<file path="src/rtl/fetch_sequencer.sv">
// Fetch sequencer: one outstanding instruction-memory request, a single-entry
// decode buffer, PC-enable pulses and delay-slot-aware PC-source selection.
module fetch_sequencer #(
  parameter int TIMEOUT_CYCLES = 256,
  parameter int PCSRC_W        = 3
) (
  input  logic               clk,
  input  logic               rst,
  output logic               imem_req,
  input  logic               imem_ack,
  input  logic [31:0]        imem_rdata,
  output logic [31:0]        instr_out,
  output logic               instr_valid,
  input  logic               d_stall,
  input  logic               redir_valid,
  input  logic [PCSRC_W-1:0] redir_src,
  output logic               pc_en,
  output logic [PCSRC_W-1:0] pc_src,
  output logic               fetch_err,
  output logic               redir_err
);

  // state   | meaning
  // S_IDLE  | no request out; waits for the buffer to be empty or draining
  // S_WAIT  | request held on imem_req until imem_ack or timeout
  // S_ERROR | memory timed out; only reset leaves this state
  typedef enum logic [1:0] {
    S_IDLE  = 2'd0,
    S_WAIT  = 2'd1,
    S_ERROR = 2'd2
  } state_e;

  localparam int TW = (TIMEOUT_CYCLES > 2) ? $clog2(TIMEOUT_CYCLES) : 1;

  state_e               state_q, state_d;
  logic [TW-1:0]        timer_q, timer_d;
  logic [31:0]          instr_q, instr_d;
  logic                 valid_q, valid_d;
  logic                 pend_q, pend_d;
  logic [PCSRC_W-1:0]   pend_src_q, pend_src_d;
  logic                 ferr_q, ferr_d;
  logic                 rerr_q, rerr_d;
  logic                 consume;
  logic                 redir_legal;
  logic                 pc_en_c;
  logic [PCSRC_W-1:0]   pc_src_c;

  always_ff @(posedge clk or negedge rst) begin
    if (!rst) begin
      state_q    <= S_IDLE;
      timer_q    <= '0;
      instr_q    <= '0;
      valid_q    <= 1'b0;
      pend_q     <= 1'b0;
      pend_src_q <= '0;
      ferr_q     <= 1'b0;
      rerr_q     <= 1'b0;
    end else begin
      state_q    <= state_d;
      timer_q    <= timer_d;
      instr_q    <= instr_d;
      valid_q    <= valid_d;
      pend_q     <= pend_d;
      pend_src_q <= pend_src_d;
      ferr_q     <= ferr_d;
      rerr_q     <= rerr_d;
    end
  end

  always_comb begin
    consume     = valid_q & ~d_stall;
    // Only branch, jump and register redirects count; other codes are dropped.
    redir_legal = redir_valid && (redir_src != '0) && (32'(redir_src) < 32'd4);

    state_d    = state_q;
    timer_d    = timer_q;
    instr_d    = instr_q;
    valid_d    = valid_q & ~consume;
    pend_d     = pend_q;
    pend_src_d = pend_src_q;
    ferr_d     = ferr_q;
    rerr_d     = rerr_q;
    pc_en_c    = 1'b0;
    pc_src_c   = '0;

    case (state_q)
      S_IDLE: begin
        if (!valid_q || consume) begin
          state_d = S_WAIT;
          timer_d = '0;
        end
      end
      S_WAIT: begin
        if (imem_ack) begin
          pc_en_c = 1'b1;
          instr_d = imem_rdata;
          valid_d = 1'b1;
          state_d = S_IDLE;
          timer_d = '0;
        end else if (timer_q == TW'(TIMEOUT_CYCLES - 1)) begin
          state_d = S_ERROR;
          ferr_d  = 1'b1;
        end else begin
          timer_d = timer_q + TW'(1);
        end
      end
      S_ERROR: state_d = S_ERROR;
      default: state_d = S_IDLE;
    endcase

    // A redirect lands on the pc_en that completes the delay-slot fetch.
    if (pc_en_c) begin
      if (pend_q)           pc_src_c = pend_src_q;
      else if (redir_legal) pc_src_c = redir_src;
      pend_d = 1'b0;
      if (pend_q && redir_legal) rerr_d = 1'b1;
    end else if (redir_legal) begin
      if (pend_q) begin
        rerr_d = 1'b1;
      end else begin
        pend_d     = 1'b1;
        pend_src_d = redir_src;
      end
    end
  end

  assign imem_req    = (state_q == S_WAIT);
  assign instr_out   = instr_q;
  assign instr_valid = valid_q;
  assign pc_en       = pc_en_c;
  assign pc_src      = pc_src_c;
  assign fetch_err   = ferr_q;
  assign redir_err   = rerr_q;

endmodule
</file>
<file path="config.mk">
export PLATFORM = sky130hd
export DESIGN_NAME = fetch_sequencer
export DESIGN_NICKNAME = d
export VERILOG_FILES = /design/src/rtl/fetch_sequencer.sv
export SDC_FILE = /design/constraint.sdc
export NUM_CORES = 1
export LEC_CHECK = 0
export ABC_AREA = 1
export CORE_ASPECT_RATIO = 0.8
export CORE_MARGIN = 8
export CORE_UTILIZATION = 48
export DETAILED_ROUTE_END_ITERATION = 10
export HOLD_SLACK_MARGIN = 0.15
export PLACE_DENSITY = 0.83
export SETUP_SLACK_MARGIN = 0.1
export SYNTH_ARGS = -nofsm -noshare
export SYNTH_HDL_FRONTEND = slang
export SYNTH_SLANG_ARGS = --single-unit
</file>
<file path="constraint.sdc">
create_clock -name clk -period 3.65 [get_ports clk]
set_clock_uncertainty 0.2 [all_clocks]
set_input_delay 0.73 -clock clk [delete_from_list [all_inputs] [get_ports clk]]
set_output_delay 0.73 -clock clk [all_outputs]
set_load 0.01 [all_outputs]
</file>
==> impl_metrics.yaml, run 1 <==
cts:
  clk_pin_slew_ns: 0.09
  cts.path.max_buffers: 2
  insertion_delay_ns: 0.29
  cts_sinks: 49
  root_buffer: "clkbuf_8"
  post-cts-setup-buffers: 0
  cts_hold_repair.buffers: 0
  numCtsBuffers: 5
  h-tree-depth: 2
  cts_resized: 0
  cts_tree: "built"
floorplan:
  die_area_um2: 6990
  start_util_pct: 48.8
  die_h_um: 76.4
  die_width_um: 91.5
  core_area_um2: 4490
  ios: 80
  rows: 22
setup_path:
  crit_required_ns: 2.72
  crit_path_max_fanout: 11
  crit_slowest_cell: "clkdlybuf4s50_1"
  end_kind: "primary output"
  cp_common_cell: "clkdlybuf4s50_1"
  worstSetupPathType: "input pin to primary output"
  worstSetupStartpointType: "input pin"
  slowest_delay_ns: 0.60
  cp_cell_sequence: "clkdlybuf4s50_1 > nand2_1 > buf_4 > inv_2 > clkdlybuf4s50_1"
  cp_data_arrival_time_ns: 2.44
route:
  wl_per_cell_um: 13.4
  num_vias: 1858
  routed_wl_mm: 5.27
  viasPerCell: 4.72
  ant_nets: 0
  drt_first_pass_iters: 4
  first_iter_violations: 60
  drc: 0
timing:
  timing.setup.tns_ns: 0
  period_share_pct: 92.3
  slew_viol_final: 0
  worstMarginPinSlew_ns: 1.04
  setup_viol: 0
  rsz0062_at_grt: "no"
  slew_headroom_pct: 30.9
  hold_viol_final: 0
  fmax_mhz: 297
  fin_crit_ns: 3.37
pwr:
  p_per_area_nw_per_um2: 293
  power_leakage_nw: 1.52
  max-vdd-ir-drop_v: 0.000193
run:
  max_cap_violations: 0
layout:
  mostFrequentLayoutCell: "nand2_1"
  n_antenna_cell: 0
  final.fill_count: 366
  finalNetCount: 374
  finalInstanceArea_um2: 3080
  final_cell_mix: "nand2_1 (126), clkdlybuf4s50_1 (78), dfrtp_1 (49)"
  area_growth_pct: 40.9
  layout-drive-gt1-share_pct: 10.8
  multi_input_area_um2: 827
  ff_latch_area_um2: 1230
global_route:
  grt_pass1_wl_mm: 9.07
  grt_pass1_vias: 1949
  track_usage_pct: 15.9
  antenna_found_initial: 0
  grt-ovfl-total: 0
  grt_max_degree: 50
logic_synthesis:
  synthCells: 252
  postSynthAreaPerCell_um2: 8.68
  synth_cell_types: 27
  syn_area_um2: 2190
  yosys_warnings: 0
  synth_fp_nets: 293
  synth-seq-cells: 49
  synth_seq_area_share_pct: 56.0
place:
  gp_congestion: 0.811
  postPlaceCellArea_um2: 2990
  place.detailed.hpwl_mm: 3.96
  io_buffers: 79
hold_path:
  hp-class: "flip-flop to flip-flop"
outcome:
  status: "finished clean"
==> path summary, 6_finish.rpt <==
path	startpoint	endpoint	slack, ns	cells after the start
min reg2reg	fetch_err	fetch_err	0.27	2
max	imem_ack	pc_en	0.28	5
max reg2reg	state_q[1]	instr_out[3]	1.70	9
min	fetch_err	fetch_err	0.27	2
min in group asynchronous	rst	instr_valid	0.41	1
max in group asynchronous	rst	instr_out[13]	2.20	1
==> report_power, final <==
part / internal (mW) / switching, mW
Combinational: 0.0362 / 0.0179
Sequential: 0.542 / 0.000000676
Clock: 0.132 / 0.173
Total: 0.711 / 0.191
==> metrics by stage <==
stage | worst slack (ns) | cells | hold WS [ns] | total power, mW | utilization (%)
after floorplan | 1.38 | 252 | 0.234 | 0.555 | -
after global placement | 0.300 | 386 | 0.247 | 0.608 | 66.7
after detailed placement | 0.275 | 386 | 0.264 | 0.608 | 66.7
after CTS | 0.258 | 394 | 0.286 | 0.918 | 68.7
after global routing | 0.207 | 394 | 0.313 | 0.945 | 68.7
final | 0.281 | 394 | 0.274 | 0.902 | 68.7
==> logic make-up after synthesis <==
group	share of synthesized area, %
compound gates	4.69
simple gates	32.4
buf+inv	6.29
flops	56.0
fa+ha+maj	0.572
==> synth_stat cells <==
cell type / instances / area share [%]
o21a_1: 1 / 0.34
nor2_1: 7 / 1.2
buf_6: 2 / 1.0
nor3_1: 1 / 0.23
nand3_1: 13 / 3.0
buf_12: 1 / 0.91
a31oi_1: 1 / 0.29
inv_2: 3 / 0.51
nand3_4: 1 / 0.80
ha_1: 1 / 0.57
nor2_8: 1 / 0.91
inv_1: 13 / 2.2
a22o_1: 1 / 0.40
or2_2: 2 / 0.57
nand2_4: 1 / 0.51
nor2_4: 2 / 1.0
a21oi_1: 3 / 0.69
o21ai_0: 1 / 0.23
nand2_2: 9 / 2.6
nand2_1: 126 / 22
o21ai_2: 4 / 1.6
buf_4: 4 / 1.4
buf_2: 1 / 0.23
o21ai_1: 2 / 0.46
o211ai_1: 1 / 0.34
dfrtp_1: 49 / 56
o21bai_1: 1 / 0.34
==> area by class of cell <==
cell class	instances	share of cell area (%)
Multi-Input combinational cell	179	26.8
Clock buffer	5	2.23
Inverter	16	1.95
Clock inverter	3	0.568
Sequential cell	49	39.8
Timing Repair Buffer	82	26.2
Tap cell	60	2.44
==> per-layer routing <==
layer  global-route usage [%]  up-vias  wire length, um
met5                        0        -                0
met4                     5.55        0               61
met3                     5.41        4              421
met2                     25.5       59             2520
met1                     19.2      863             2270
li1                         -      932                -
==> sequential cells by signal, indices dropped and copies added, names as in the netlist <==
register and count:
fetch_err 1, timer_q 8, instr_valid 1, state_q 2, pend_q 1, pend_src_q 3, redir_err 1, instr_out 32
==> critical path, delay by kind of cell <==
family                 cells  cell delay (ns)
buffers and inverters      4             1.45
AND/OR/NAND/NOR            1             0.26
No activity file was read; power rests on OpenSTA's default activity.
==> run 2, diff against run 1 <==
MAX_ROUTING_LAYER = met4   (was default)
==> impl_metrics.yaml, run 2 (synthesis results as in run 1) <==
route:
  wl_per_cell_um: 13.3
  drt_first_pass_iters: 4
  viasPerCell: 4.67
  drc: 0
  ant_nets: 0
  num_vias: 1841
  first_iter_violations: 65
  routed_wl_mm: 5.26
place:
  io_buffers: 79
  place.detailed.hpwl_mm: 3.96
  pre_cts_ws_ns: 0.275
  gp_congestion: 0.823
global_route:
  grt_pass1_vias: 1948
  grt_max_degree: 50
  grt_pass1_wl_mm: 9.08
  track_usage_pct: 16.3
  antenna_found_initial: 0
  grt-ovfl-total: 0
pwr:
  max-vdd-ir-drop_v: 0.000193
  power_leakage_nw: 1.52
  p_per_area_nw_per_um2: 292
setup_path:
  crit_end: "pc_en"
  cp_data_arrival_time_ns: 2.44
  slowest_delay_ns: 0.60
  cp_common_cell: "clkdlybuf4s50_1"
  rr_endpoint: "instr_out[3]"
  cp_cell_sequence: "clkdlybuf4s50_1 > nand2_1 > buf_4 > inv_2 > clkdlybuf4s50_1"
  startpoint: "imem_ack"
  r2r_cells: 9
  crit_slowest_cell: "clkdlybuf4s50_1"
  worstSetupPathType: "input pin to primary output"
  end_kind: "primary output"
  crit_required_ns: 2.72
  crit_path_max_fanout: 11
  worstSetupStartpointType: "input pin"
  reg2reg_slack_ns: 1.70
  r2r-start: "state_q[1]"
layout:
  multi_input_area_um2: 827
  final_cell_mix: "nand2_1 (126), clkdlybuf4s50_1 (78), dfrtp_1 (49)"
  largest_reg_flops: 32
  layout-drive-gt1-share_pct: 10.8
  area_growth_pct: 40.9
  finalNetCount: 374
  final.fill_count: 366
  ff_latch_area_um2: 1230
  n_antenna_cell: 0
  mostFrequentLayoutCell: "nand2_1"
timing:
  period_share_pct: 92.4
  fin_crit_ns: 3.37
  worstMarginPinSlew_ns: 1.04
  hold_viol_final: 0
  timing.setup.tns_ns: 0
  slew_headroom_pct: 31.0
  setup_viol: 0
  setup_slack_ns: 0.278
  rsz0062_at_grt: "no"
  slew_viol_final: 0
  fmax_mhz: 297
run:
  max_cap_violations: 0
cts:
  numCtsBuffers: 5
  cts.path.max_buffers: 2
  h-tree-depth: 2
  insertion_delay_ns: 0.29
  root_buffer: "clkbuf_8"
  clk_pin_slew_ns: 0.09
  cts_sinks: 49
  cts_tree: "built"
floorplan:
  die_width_um: 91.5
  start_util_pct: 48.8
  die_area_um2: 6990
  rows: 22
  ios: 80
  die_h_um: 76.4
  core_area_um2: 4490
hold_path:
  hp-class: "flip-flop to flip-flop"
outcome:
  status: "finished clean"
[run 2: area by class of cell]
cell class                 instances  share of cell area [%]
clock inverter                     3                   0.568
sequential                        49                    39.8
tap                               60                    2.44
multi-input combinational        179                    26.8
timing repair buffer              82                    26.2
inverter                          16                    1.95
clock buffer                       5                    2.23
[run 2: critical path, delay by kind of cell]
kind	cells	cell delay, ns
and+or+nand+nor	1	0.26
buffers and inverters	4	1.45
[run 2: worst min-delay path by stage]
stage	start	end	depth (start not counted)
6_report	fetch_err	fetch_err	2
5_1_grt	instr_out[9]	instr_out[9]	2
4_1_cts	instr_out[9]	instr_out[9]	2
3_5_place_dp	instr_out[9]	instr_out[9]	2
3_3_place_gp	fetch_err	fetch_err	2
2_1_floorplan	rst	fetch_err	0
[run 2: report_power, final]
| group | total, mW | internal, mW | switching, mW |
|---|---|---|---|
| combinational | 0.0540 | 0.0362 | 0.0178 |
| clock | 0.305 | 0.132 | 0.172 |
| sequential | 0.542 | 0.542 | 0.000000676 |
| total | 0.901 | 0.711 | 0.190 |
[run 2: timing repair]
action,in CTS,in global routing
hold buffers,0,0
setup endpoints to repair,0,1
resized for setup,0,1
setup buffers,0,0
[run 2: layer usage]
layer,vias to the layer above,GRT usage (%),share of wire [%]
li1,932,-,-
met1,849,20.0,45
met2,54,25.4,47
met3,6,4.43,5.9
met4,0,5.55,1.4
met5,-,-,0
[run 2: per-stage QoR]
stage | instances | hold WS (ns) | cell area, um2 | total power, mW | utilization [%]
final | 394 | 0.274 | 3080 | 0.901 | 68.7
after floorplan | 252 | 0.234 | 2190 | 0.555 | -
after detailed placement | 386 | 0.264 | 2990 | 0.608 | 66.7
after global placement | 386 | 0.247 | 2990 | 0.608 | 66.7
after global routing | 394 | 0.313 | 3080 | 0.945 | 68.7
after CTS | 394 | 0.286 | 3080 | 0.918 | 68.7
